### src/rtl/spi_host.sv
// spi_host: memory-mapped SPI master (mode 0, MSB first) for the demo-system bus.
// Bus writes fill a small TX FIFO that is serialised on SCK/MOSI while MISO is
// sampled into a single RX holding register polled by software.
module spi_host #(
    parameter int unsigned TxFifoDepth = 4,
    parameter logic [15:0] ClkDivReset = 16'd24
) (
    input  logic        clk_i,
    input  logic        rst_ni,
    input  logic        device_req_i,
    input  logic [31:0] device_addr_i,
    input  logic        device_we_i,
    input  logic [3:0]  device_be_i,
    input  logic [31:0] device_wdata_i,
    output logic        device_rvalid_o,
    output logic [31:0] device_rdata_o,
    output logic        spi_sck_o,
    output logic        spi_mosi_o,
    input  logic        spi_miso_i,
    output logic        spi_cs_no
);

    localparam int unsigned PtrW = $clog2(TxFifoDepth) + 1;
    localparam int unsigned IdxW = PtrW - 1;

    localparam logic [1:0] RegTxData = 2'd0;
    localparam logic [1:0] RegStatus = 2'd1;
    localparam logic [1:0] RegRxData = 2'd2;
    localparam logic [1:0] RegCtrl   = 2'd3;

    typedef enum logic [1:0] {
        ST_IDLE,
        ST_SETUP,
        ST_SHIFT,
        ST_HOLD
    } state_e;

    state_e state_q, state_d;

    // Bus decode
    logic [1:0] reg_sel;
    logic       wr_txdata, wr_status, wr_ctrl, rd_rxdata;

    assign reg_sel   = device_addr_i[3:2];
    assign wr_txdata = device_req_i && device_we_i && (reg_sel == RegTxData) && device_be_i[0];
    assign wr_status = device_req_i && device_we_i && (reg_sel == RegStatus);
    assign wr_ctrl   = device_req_i && device_we_i && (reg_sel == RegCtrl);
    assign rd_rxdata = device_req_i && !device_we_i && (reg_sel == RegRxData);

    // Address bits above the word index, upper byte enables and upper write
    // data are not decoded by this device.
    logic unused_bits;
    assign unused_bits = ^{device_addr_i[31:4], device_addr_i[1:0],
                           device_be_i[3:2], device_wdata_i[31:16]};

    // TX FIFO
    logic [7:0]      fifo_mem_q [TxFifoDepth];
    logic [PtrW-1:0] wptr_q, rptr_q;
    logic            fifo_empty, fifo_full, push, pop, overflow_set;
    logic [7:0]      fifo_head;

    assign fifo_empty = (wptr_q == rptr_q);
    assign fifo_full  = (wptr_q[PtrW-1] != rptr_q[PtrW-1]) &&
                        (wptr_q[IdxW-1:0] == rptr_q[IdxW-1:0]);
    assign fifo_head  = fifo_mem_q[rptr_q[IdxW-1:0]];
    // A pop on the same edge frees the slot, so a push into a full FIFO is
    // accepted when the FSM is taking the head at the same time.
    assign push         = wr_txdata && (!fifo_full || pop);
    assign overflow_set = wr_txdata && fifo_full && !pop;

    // FIFO storage write port
    // NOTE: storage has no reset; the pointers define which entries are valid.
    always_ff @(posedge clk_i) begin
        if (push) begin
            fifo_mem_q[wptr_q[IdxW-1:0]] <= device_wdata_i[7:0];
        end
    end

    // FIFO pointers, wrapping modulo 2*depth
    // NOTE: sequential state uses non-blocking assignments only.
    always_ff @(posedge clk_i or negedge rst_ni) begin
        if (!rst_ni) begin
            wptr_q <= '0;
            rptr_q <= '0;
        end else begin
            if (push) wptr_q <= wptr_q + PtrW'(1);
            if (pop)  rptr_q <= rptr_q + PtrW'(1);
        end
    end

    // Half-period timing
    logic [15:0] clkdiv_q, clkdiv_d;
    logic [15:0] div_q, div_d;
    logic [15:0] cnt_q, cnt_d;
    logic        tick;

    assign tick = (state_q != ST_IDLE) && (cnt_q == div_q);

    // CTRL byte-lane update, counter, and the divider copy used by the counter
    // NOTE: every combinational output gets a default first so no latch is inferred.
    always_comb begin
        clkdiv_d = clkdiv_q;
        if (wr_ctrl) begin
            if (device_be_i[0]) clkdiv_d[7:0]  = device_wdata_i[7:0];
            if (device_be_i[1]) clkdiv_d[15:8] = device_wdata_i[15:8];
        end
        // A new divisor only takes hold at a half-period boundary.
        div_d = ((state_q == ST_IDLE) || tick) ? clkdiv_q : div_q;
        if ((state_q == ST_IDLE) || tick) begin
            cnt_d = '0;
        end else begin
            cnt_d = cnt_q + 16'd1;
        end
    end

    // Timing registers
    always_ff @(posedge clk_i or negedge rst_ni) begin
        if (!rst_ni) begin
            clkdiv_q <= ClkDivReset;
            div_q    <= ClkDivReset;
            cnt_q    <= '0;
        end else begin
            clkdiv_q <= clkdiv_d;
            div_q    <= div_d;
            cnt_q    <= cnt_d;
        end
    end

    // Shift datapath
    logic [7:0] tx_shift_q, tx_shift_d;
    logic [7:0] rx_shift_q, rx_shift_d;
    logic [2:0] bitcnt_q, bitcnt_d;
    logic       sck_q, sck_d, mosi_q, mosi_d, cs_n_q, cs_n_d;
    logic       rx_load;

    // FSM state register
    always_ff @(posedge clk_i or negedge rst_ni) begin
        if (!rst_ni) state_q <= ST_IDLE;
        else         state_q <= state_d;
    end

    // FSM next-state logic
    always_comb begin
        state_d = state_q;
        case (state_q)
            ST_IDLE:  if (!fifo_empty) state_d = ST_SETUP;
            ST_SETUP: if (tick) state_d = ST_SHIFT;
            ST_SHIFT: if (tick && sck_q && (bitcnt_q == 3'd7) && fifo_empty) state_d = ST_HOLD;
            ST_HOLD:  if (tick) state_d = ST_IDLE;
            default:  state_d = ST_IDLE;
        endcase
    end

    // FSM outputs: FIFO pop, pin next values and shift-register updates
    always_comb begin
        pop        = 1'b0;
        rx_load    = 1'b0;
        tx_shift_d = tx_shift_q;
        rx_shift_d = rx_shift_q;
        bitcnt_d   = bitcnt_q;
        sck_d      = sck_q;
        mosi_d     = mosi_q;
        cs_n_d     = cs_n_q;
        case (state_q)
            ST_IDLE: begin
                if (!fifo_empty) begin
                    pop        = 1'b1;
                    tx_shift_d = fifo_head;
                    mosi_d     = fifo_head[7];
                    cs_n_d     = 1'b0;
                end
            end
            ST_SETUP: begin
                if (tick) bitcnt_d = 3'd0;
            end
            ST_SHIFT: begin
                if (tick) begin
                    if (!sck_q) begin
                        sck_d      = 1'b1;
                        rx_shift_d = {rx_shift_q[6:0], spi_miso_i};
                    end else begin
                        sck_d      = 1'b0;
                        tx_shift_d = {tx_shift_q[6:0], 1'b0};
                        mosi_d     = tx_shift_q[6];
                        bitcnt_d   = bitcnt_q + 3'd1;
                        if (bitcnt_q == 3'd7) begin
                            rx_load = 1'b1;
                            // Back-to-back: the next byte follows with CS held low.
                            if (!fifo_empty) begin
                                pop        = 1'b1;
                                tx_shift_d = fifo_head;
                                mosi_d     = fifo_head[7];
                                bitcnt_d   = 3'd0;
                            end
                        end
                    end
                end
            end
            ST_HOLD: begin
                if (tick) cs_n_d = 1'b1;
            end
            default: ;
        endcase
    end

    // Shift datapath and pin registers
    always_ff @(posedge clk_i or negedge rst_ni) begin
        if (!rst_ni) begin
            tx_shift_q <= '0;
            rx_shift_q <= '0;
            bitcnt_q   <= '0;
            sck_q      <= 1'b0;
            mosi_q     <= 1'b0;
            cs_n_q     <= 1'b1;
        end else begin
            tx_shift_q <= tx_shift_d;
            rx_shift_q <= rx_shift_d;
            bitcnt_q   <= bitcnt_d;
            sck_q      <= sck_d;
            mosi_q     <= mosi_d;
            cs_n_q     <= cs_n_d;
        end
    end

    // Status flags and RX holding register
    logic [7:0] rxdata_q;
    logic       rx_valid_q, overflow_q;

    // A freshly received byte wins over a simultaneous RXDATA read.
    always_ff @(posedge clk_i or negedge rst_ni) begin
        if (!rst_ni) begin
            rxdata_q   <= '0;
            rx_valid_q <= 1'b0;
            overflow_q <= 1'b0;
        end else begin
            if (rx_load) begin
                rxdata_q   <= rx_shift_q;
                rx_valid_q <= 1'b1;
            end else if (rd_rxdata) begin
                rx_valid_q <= 1'b0;
            end
            if (overflow_set)   overflow_q <= 1'b1;
            else if (wr_status) overflow_q <= 1'b0;
        end
    end

    // Bus read mux; writes and unmapped bits return zero
    logic [31:0] rdata_d;

    always_comb begin
        rdata_d = '0;
        if (device_req_i && !device_we_i) begin
            case (reg_sel)
                RegStatus: rdata_d = {27'd0, overflow_q, rx_valid_q,
                                      (state_q != ST_IDLE), fifo_empty, fifo_full};
                RegRxData: rdata_d = {24'd0, rxdata_q};
                RegCtrl:   rdata_d = {16'd0, clkdiv_q};
                default:   rdata_d = '0;
            endcase
        end
    end

    // Registered bus response, one cycle after every request
    always_ff @(posedge clk_i or negedge rst_ni) begin
        if (!rst_ni) begin
            device_rvalid_o <= 1'b0;
            device_rdata_o  <= '0;
        end else begin
            device_rvalid_o <= device_req_i;
            device_rdata_o  <= rdata_d;
        end
    end

    assign spi_sck_o  = sck_q;
    assign spi_mosi_o = mosi_q;
    assign spi_cs_no  = cs_n_q;

endmodule

### config.mk
export PLATFORM = sky130hd
export DESIGN_NAME = spi_host
export DESIGN_NICKNAME = d
export VERILOG_FILES = /design/src/rtl/spi_host.sv
export SDC_FILE = /design/constraint.sdc
export NUM_CORES = 1
export LEC_CHECK = 0
export ABC_CLOCK_PERIOD_IN_PS = 3800
export CORE_ASPECT_RATIO = 0.9
export CORE_MARGIN = 4
export CORE_UTILIZATION = 45
export DETAILED_ROUTE_END_ITERATION = 16
export PLACE_DENSITY = 0.7
export SLEW_MARGIN = 10
export SYNTH_ARGS = -nofsm -noshare
export SYNTH_HDL_FRONTEND = slang
export SYNTH_SLANG_ARGS = --single-unit
### constraint.sdc
create_clock -name clk_i -period 3.8 [get_ports clk_i]
set_input_delay 0.95 -clock clk_i [delete_from_list [all_inputs] [get_ports clk_i]]
set_output_delay 0.95 -clock clk_i [all_outputs]
set_load 0.1 [all_outputs]
==> metrics <==
Initial Util=0.468; number of synthesized flops with an enable pin=32; vias in the first global route=3520; core box area=0.0129 sq mm; cell count after synthesis=437; sequential element share of the synthesized area=0.592; post-route cell area=0.00720 sq mm; number of diodes=0; crit-path cells=clkdlybuf4s50_1; final wirelength=11400 microns; Least-Margin Pin Slew=1.03 ns; routed via count=3505; CTS Sinks=136; Max Cap Viol=0; Worst Setup End Kind=output pin; most common cell after layout, fill and taps aside=dfrtp_1; Mapped Area=0.00603 sq mm; DRT antenna net count=0; cts hold-fix bufs=0; Iter 0 DRT Violations=183; Placed Area=0.00658 sq mm; CP delay by family, top=buffers and inverters; Num CTS Buffers=17; drt first pass iters=4; antenna violations before repair=0; buffers added on ports=44; CTS Buffer Depth=2; Clock Skews=0.0115 ns; outcome=complete, no violations; CTS tree=yes; std cell rows=39; post-synth cell types=50; cell taking the most area after synthesis=dfrtp_1; most frequent cells in the layout=dfrtp_1 (99), mux2_2 (70), clkdlybuf4s50_1 (41); required time worst endpoint=2.85 ns; total gr overflow=0; RSZ-0062 raised after global routing=false; fin crit share=0.750; Async SR Flop Fraction=0.765; Place WS=0.788 ns; post-DP HPWL=7880 microns; # Post-CTS Setup Buffers=0; Fmax achieved=0.351 GHz; IO Pins=109; Global Route Usage Sum=0.162; Tightest Hold Check Type=flop to flop; crit path kind=flop to output pin; Fin. Hold Viols=0; Critical-path top delay cell=clkdlybuf4s50_1; Die Area=0.0153 sq mm; Ys Warns=0; Tmin final=2.85 ns; post-cts gate resize count=0; Arr. time, crit path=1.90 ns; die width=130 microns; largest net degree at the start of global routing=83; static leakage=3.04 nW; nets@finish=577; setup TNS=0 ns; Die H=118 microns; Clock Pin Slew Worst Setup and Hold Paths=0.05 ns; Vias/cell=5.24; Final setup viols=0; VDD IR max=0.364 mV; Main synth FF type=dfrtp_1; Critical Path Source Type=flop; first-pass GRT wire length=19000 microns; Synth-to-Final Area Change=19.4%; H-tree depth=4; slew margin rel.=0.317; syn_area_per_cell=13.8 sq um; DRC Markers=0; WP buf/inv=1; clock latency on the worst-skew pair=0.41 ns; CP max FO=1; ranking of synthesized cells by area=dfrtp_1 (41%), edfxtp_1 (16%), mux2_2 (13%); Synth top area share=0.411; Final WS setup=0.949 ns; Placer Congestion=0.805; fin. max-slew vios=0; share of cells above drive strength 1=0.261; clock tree root driver cell=clkbuf_16; power per standard cell area=735 mW/mm^2; post-synthesis register bit count=136; slowest stage delay, CP=1.13 ns; Routed wire per std cell=17.1 microns
==> state kept, by name, indices dropped and copies added, names as in the netlist <==
| signal | cells |
|---|---|
| fifo_mem_q | 32 |
| clkdiv_q | 16 |
| cnt_q | 16 |
| device_rdata_o | 16 |
| div_q | 16 |
| rx_shift_q | 8 |
| rxdata_q | 8 |
| tx_shift_q | 7 |
| bitcnt_q | 3 |
| rptr_q | 3 |
| wptr_q | 3 |
| state_q | 2 |
| device_rvalid_o | 1 |
| overflow_q | 1 |
| rx_valid_q | 1 |
| spi_cs_no | 1 |
| spi_mosi_o | 1 |
| spi_sck_o | 1 |
==> cell families after synthesis <==
logic type      share of synthesized area
buf+inv                            0.0361
simple gates                       0.0899
compound gates                     0.0349
mux                                 0.169
flops                               0.592
fa+ha+maj                          0.0249
other cells                      0.000622
xor+xnor                           0.0523
==> per-stage QoR <==
| step | util | total power, mW | cells | hold WS [ns] |
|---|---|---|---|---|
| final | 0.559 | 5.29 | 669 | 0.473 |
| after global routing | 0.559 | 5.57 | 669 | 0.498 |
| after floorplan | - | 3.25 | 452 | 0.449 |
| after CTS | 0.559 | 5.33 | 669 | 0.474 |
| after global placement | 0.511 | 3.54 | 637 | 0.461 |
| after detailed placement | 0.511 | 3.61 | 637 | 0.466 |
==> cells in the mapped netlist (all sizes together), types with 2 or more instances <==
library cell / count
nand4: 9
a21oi: 6
xor2: 10
nand3b: 2
and2: 15
mux4: 8
nand2: 16
edfxtp: 32
and3: 4
nor2b: 4
nor4: 3
clkbuf: 3
o21ai: 12
nor2: 25
mux2i: 4
ha: 12
xnor2: 26
nor3: 3
mux2: 71
a22oi: 4
inv: 11
buf: 25
dfrtp: 99
dfstp: 5
or3: 4
nand3: 10
==> worst paths after layout <==
path	startpoint	endpoint	slack, ns	cells past startpoint
min reg2reg	spi_cs_no	spi_cs_no	0.47	2
min in group asynchronous	rst_ni	cnt_q[10]	0.72	1
max	device_rdata_o[1]	device_rdata_o[1]	0.95	1
max reg2reg	cnt_q[2]	fifo_mem_q[2][7]	0.97	6
min	spi_cs_no	spi_cs_no	0.47	2
max in group asynchronous	rst_ni	div_q[4]	2.21	2
==> area by class of cell <==
cell class,instances,area (sq um)
Multi-Input combinational cell,277,2300
Sequential cell,136,3570
Timing Repair Buffer,49,470
Clock buffer,23,468
Inverter,11,41.3
Clock inverter,9,148
Fill cell,1048,5680
Tap cell,164,205
==> routing by layer <==
metal	wire, microns	track usage
met2	5130	0.229
met5	0	0
met3	339	0.0345
met4	180	0.0662
met1	5780	0.241
==> power by group <==
| part | leakage, nW | switching [mW] | internal (mW) | total [mW] |
|---|---|---|---|---|
| Sequential | 1.63 | 0.276 | 1.80 | 2.07 |
| Clock | 0.301 | 0.578 | 1.13 | 1.71 |
| Combinational | 1.11 | 0.820 | 0.691 | 1.51 |
Power figures use the tool's default switching activity.
